==> config.mk <==
export PLATFORM = sky130hd
export DESIGN_NAME = history_checkpoint_recovery
export DESIGN_NICKNAME = d
export VERILOG_FILES = /design/src/rtl/history_checkpoint_recovery.sv
export SDC_FILE = /design/constraint.sdc
export NUM_CORES = 1
export LEC_CHECK = 0
export CORE_UTILIZATION = 43
export DETAILED_ROUTE_END_ITERATION = 16
export PLACE_DENSITY = 0.63
export SYNTH_ARGS = -nofsm -noshare
export SYNTH_HDL_FRONTEND = slang
export SYNTH_SLANG_ARGS = --single-unit
==> constraint.sdc <==
create_clock -name clock -period 3.95 [get_ports clock]
set_input_delay 0.5925 -clock clock [delete_from_list [all_inputs] [get_ports clock]]
set_output_delay 0.5925 -clock clock [all_outputs]
set_load 0.005 [all_outputs]
==> src/rtl/history_checkpoint_recovery.sv <==
// Speculative/committed path-history tracker with per-branch checkpoints and mispredict recovery.
// Latency: one cycle to outputs. predict_ready drops when the checkpoint FIFO is full or during RECOVER.
module history_checkpoint_recovery #(
  parameter int HIST_W = 12,
  parameter int DEPTH  = 8
) (
  input  logic                     clock,
  input  logic                     reset,
  input  logic                     predict_valid,
  input  logic                     predict_taken,
  output logic                     predict_ready,
  input  logic                     resolve_valid,
  input  logic                     resolve_taken,
  output logic [HIST_W-1:0]        spec_history,
  output logic [HIST_W-1:0]        commit_history,
  output logic                     mispredict,
  output logic                     resolve_error,
  output logic [$clog2(DEPTH):0]   inflight_count
);

  localparam int PW = $clog2(DEPTH);
  localparam int CW = PW + 1;
  localparam logic [CW-1:0] FULL = CW'(DEPTH);

  typedef enum logic {TRACK, RECOVER} state_t;

  state_t          state, state_nxt;
  logic [DEPTH-1:0] ckpt;
  logic [PW-1:0]   rd_ptr, wr_ptr;
  logic            accept, res_hit, res_miss, res_empty, popped;

  assign predict_ready = (state == TRACK) && (inflight_count != FULL);

  always_ff @(posedge clock or negedge reset) begin
    if (!reset) state <= TRACK;
    else        state <= state_nxt;
  end

  always_comb begin
    state_nxt = state;
    accept    = 1'b0;
    res_hit   = 1'b0;
    res_miss  = 1'b0;
    res_empty = 1'b0;
    popped    = ckpt[rd_ptr];
    case (state)
      TRACK: begin
        accept = predict_valid && predict_ready;
        if (resolve_valid) begin
          if (inflight_count == '0)       res_empty = 1'b1;
          else if (resolve_taken == popped) res_hit = 1'b1;
          else begin
            res_miss  = 1'b1;
            state_nxt = RECOVER;
          end
        end
      end
      RECOVER: begin
        // The FIFO was just flushed, so any resolve here has nothing to pop.
        res_empty = resolve_valid;
        state_nxt = TRACK;
      end
      default: state_nxt = TRACK;
    endcase
  end

  always_ff @(posedge clock or negedge reset) begin
    if (!reset) begin
      spec_history   <= '0;
      commit_history <= '0;
      mispredict     <= 1'b0;
      resolve_error  <= 1'b0;
      inflight_count <= '0;
      rd_ptr         <= '0;
      wr_ptr         <= '0;
      ckpt           <= '0;
    end else begin
      mispredict    <= res_miss;
      resolve_error <= res_empty;
      if (res_hit || res_miss)
        commit_history <= {commit_history[HIST_W-2:0], resolve_taken};
      if (res_miss) begin
        // Rebuild speculation from the corrected architectural path; drop any same-cycle predict.
        spec_history   <= {commit_history[HIST_W-2:0], resolve_taken};
        inflight_count <= '0;
        rd_ptr         <= wr_ptr;
      end else begin
        if (accept) begin
          ckpt[wr_ptr] <= predict_taken;
          wr_ptr       <= wr_ptr + 1'b1;
          spec_history <= {spec_history[HIST_W-2:0], predict_taken};
        end
        if (res_hit)
          rd_ptr <= rd_ptr + 1'b1;
        if (accept && !res_hit)
          inflight_count <= inflight_count + 1'b1;
        else if (!accept && res_hit)
          inflight_count <= inflight_count - 1'b1;
      end
    end
  end

endmodule

==> reports/results.tsv <==
metric	value	unit
Post-Synthesis Cells	250	
row cnt	26	
total CTS buffers	5	
Slew @ Worst Pin	0.976	ns
Max Freq	346	MHz
Hold Fails Final Rpt	0	
Placed Cells	343	
Residual DRC	0	
chip height	76.0	um
setup tns final	0	ns
CTS Hold Bufs	0	
Port Buffers	36	
RSZ-0062 raised after global routing	false	
1st-iter DRT viols	83	
CTS Sinks	44	
final antenna-violating net count	0	
Tcrit/Tclk final	73.3	%
GR peak layer	met2	
Fillers	481	
Pins Over Slew Limit	0	
Placeable Area	0.00520	sq mm
# IOs	37	
FF+latch count, synth	44	
gpl congestion	0.749	
Reg area	0.00110	sq mm
H-tree depth	2	
max-cap violations	0	
fin cells	351	
area of the multi-input gates	0.00115	sq mm
# diodes	0	
mapped cell area	0.00235	sq mm
CP Launch Type	flip-flop	
drt pass-1 iters	4	
CTS clk-pin slew, worst paths	0.08	ns
M1 GR Usage	25.5	%
Clock Path Buffers	2	
Synth cell types	45	
worst hold-check path type	primary input to async pin	
EDFF count, synth	0	
Async SR Flop Fraction	100	%
DIE AREA	0.00577	sq mm
post-synthesis sequential area ratio	46.8	%
Via Count	1863	
Resize count post-CTS	0	
final instance area	0.00286	sq mm
status	completed	
first-pass GRT wire length	8.62	mm
largest net degree at the start of global routing	45	
ys flop type	dfrtp_1	
Avg Inst Size Synth	9.41	sq um
root buffer cell	clkbuf_8	
Slew headroom	34.9	%
fin crit period	2.89	ns
CP Data Arrival Time	3.11	ns
Die X	76.0	um
Starting Density	45.2	%
Pwr Density	835	mW/mm^2
worst-case reg-to-reg path depth	11	
drt wl/cell	14.3	um
worst skew pair latency	0.30	ns
Setup Buffers After CTS	0	
GRT Overall Usage	18.7	%
Setup Viol. Count Final	0	
TritonCTS clock tree	built	
met3 usage	4.07	%
Crit. End Element	flip-flop	
initial antenna violation count	0	
minimum setup slack among reg-to-reg paths	1.06	ns
LEAKAGE	1.32	nW
Peak VDD IR	0.353	mV
overall power	2.39	mW
DP Area	0.00275	sq mm
post-detail-place hpwl	3.32	mm
share of cells above drive strength 1	15.7	%
crit-path max FO	11	
GRT met2 Usage	30.0	%
Layout Skew	0.00735	ns
Final Net Count	291	
Post-Route WL	5.01	mm
CP Data Required Time	4.17	ns
CP Class	flip-flop to flip-flop	
Vias per Instance	5.31	
Syn. warnings	0	
grt total ovfl	0	
Synth Net Count	261	
number of global-route vias before repair	1790	
Layout area overhead	21.5	%
==> final timing paths <==
kind / from / to
max: rd_ptr[0] / inflight_count[3]
max reg2reg: rd_ptr[0] / inflight_count[3]
min in group clock: commit_history[11] / commit_history[11]
max in group asynchronous: reset / ckpt[0]
min: reset / inflight_count[0]
min reg2reg: commit_history[11] / commit_history[11]
==> layout make-up <==
cell class	count	share of cell area, %
Clock buffer	5	2.41
Sequential cell	44	38.5
Clock inverter	3	1.49
Inverter	7	0.919
Tap cell	70	3.06
Timing Repair Buffer	40	13.5
Multi-Input combinational cell	182	40.2
==> flip-flops by register name (all words and copies together) (netlist names) <==
name	flops
ckpt	8
commit_history	12
inflight_count	4
mispredict	1
rd_ptr	3
resolve_error	1
spec_history	12
wr_ptr	3
==> metrics by stage <==
stage	hold slack [ns]	setup slack, ns	utilization [%]
global placement	0.463	0.971	52.8
finish	0.450	1.06	55.0
global route	0.519	0.785	55.0
floorplan	0.297	1.26	-
CTS	0.491	1.05	55.0
detailed placement	0.487	0.947	52.8
==> critical path, cell delays in order (launching register included) <==
cell and delay, ns:
dfrtp_1 0.50, mux2i_1 0.16, a22oi_1 0.41, a21o_1 0.38
nand3_1 0.14, nand2_1 0.11, ha_1 0.23, a21o_1 0.17
a21oi_1 0.26, and3_1 0.20, nand3_1 0.08, a32oi_1 0.16
==> per-layer routing <==
| metal | wire length (um) | vias to the layer above |
|---|---|---|
| met5 | 0 | - |
| met4 | 54 | 0 |
| met3 | 214 | 4 |
| met2 | 2330 | 42 |
| met1 | 2420 | 908 |
| li1 | - | 909 |
==> report_power, final <==
part           internal, mW  switching (mW)  leakage (nW)  total, mW
registers             0.651           0.224         0.558      0.875
logic                 0.632           0.539         0.709       1.17
clock network         0.187           0.157        0.0541      0.344
total                  1.47           0.920          1.32       2.39
==> Yosys cell counts (2+ instances only) <==
cell type	count	share of area, %
nand2_1	75	12
dfrtp_1	44	47
mux2_2	21	10
nor3_1	10	2.1
nor2_1	9	1.4
clkbuf_1	8	1.3
nand3_1	8	1.7
inv_1	7	1.1
a21oi_1	6	1.3
ha_1	4	2.1
nor2b_1	4	1.1
buf_1	3	0.48
buf_2	3	0.64
mux2i_1	3	1.3
nand4b_1	3	1.1
o21ai_0	3	0.64
xor2_1	3	1.1
a211oi_1	2	0.64
a21o_1	2	0.64
a32oi_1	2	0.74
a41oi_1	2	0.74
buf_4	2	0.64
o211ai_1	2	0.64
o22ai_1	2	0.53
or4b_2	2	0.85
==> placed cells by master (no fill, tap or decap), types with 2 or more instances in the layout <==
cell             instances
nand2_1                 75
dfrtp_1                 44
clkdlybuf4s50_1         35
mux2_2                  21
nor3_1                  10
nor2_1                   9
nand3_1                  8
inv_1                    7
a21oi_1                  6
clkbuf_8                 5
nor2b_1                  4
ha_1                     4
buf_4                    4
mux2i_1                  3
nand4b_1                 3
o21ai_0                  3
xor2_1                   3
a21o_1                   2
or4b_2                   2
o211ai_1                 2
a32oi_1                  2
a41oi_1                  2
o22ai_1                  2
==> logic make-up after synthesis <==
| group | Yosys count | synth area share (%) |
|---|---|---|
| fa+ha+maj | 5 | 2.98 |
| xor+xnor | 4 | 1.49 |
| mux | 25 | 12.0 |
| simple gates | 121 | 24.0 |
| compound gates | 27 | 8.19 |
| buf+inv | 24 | 4.63 |
| flops | 44 | 46.8 |
No activity file was read; power rests on OpenSTA's default activity.
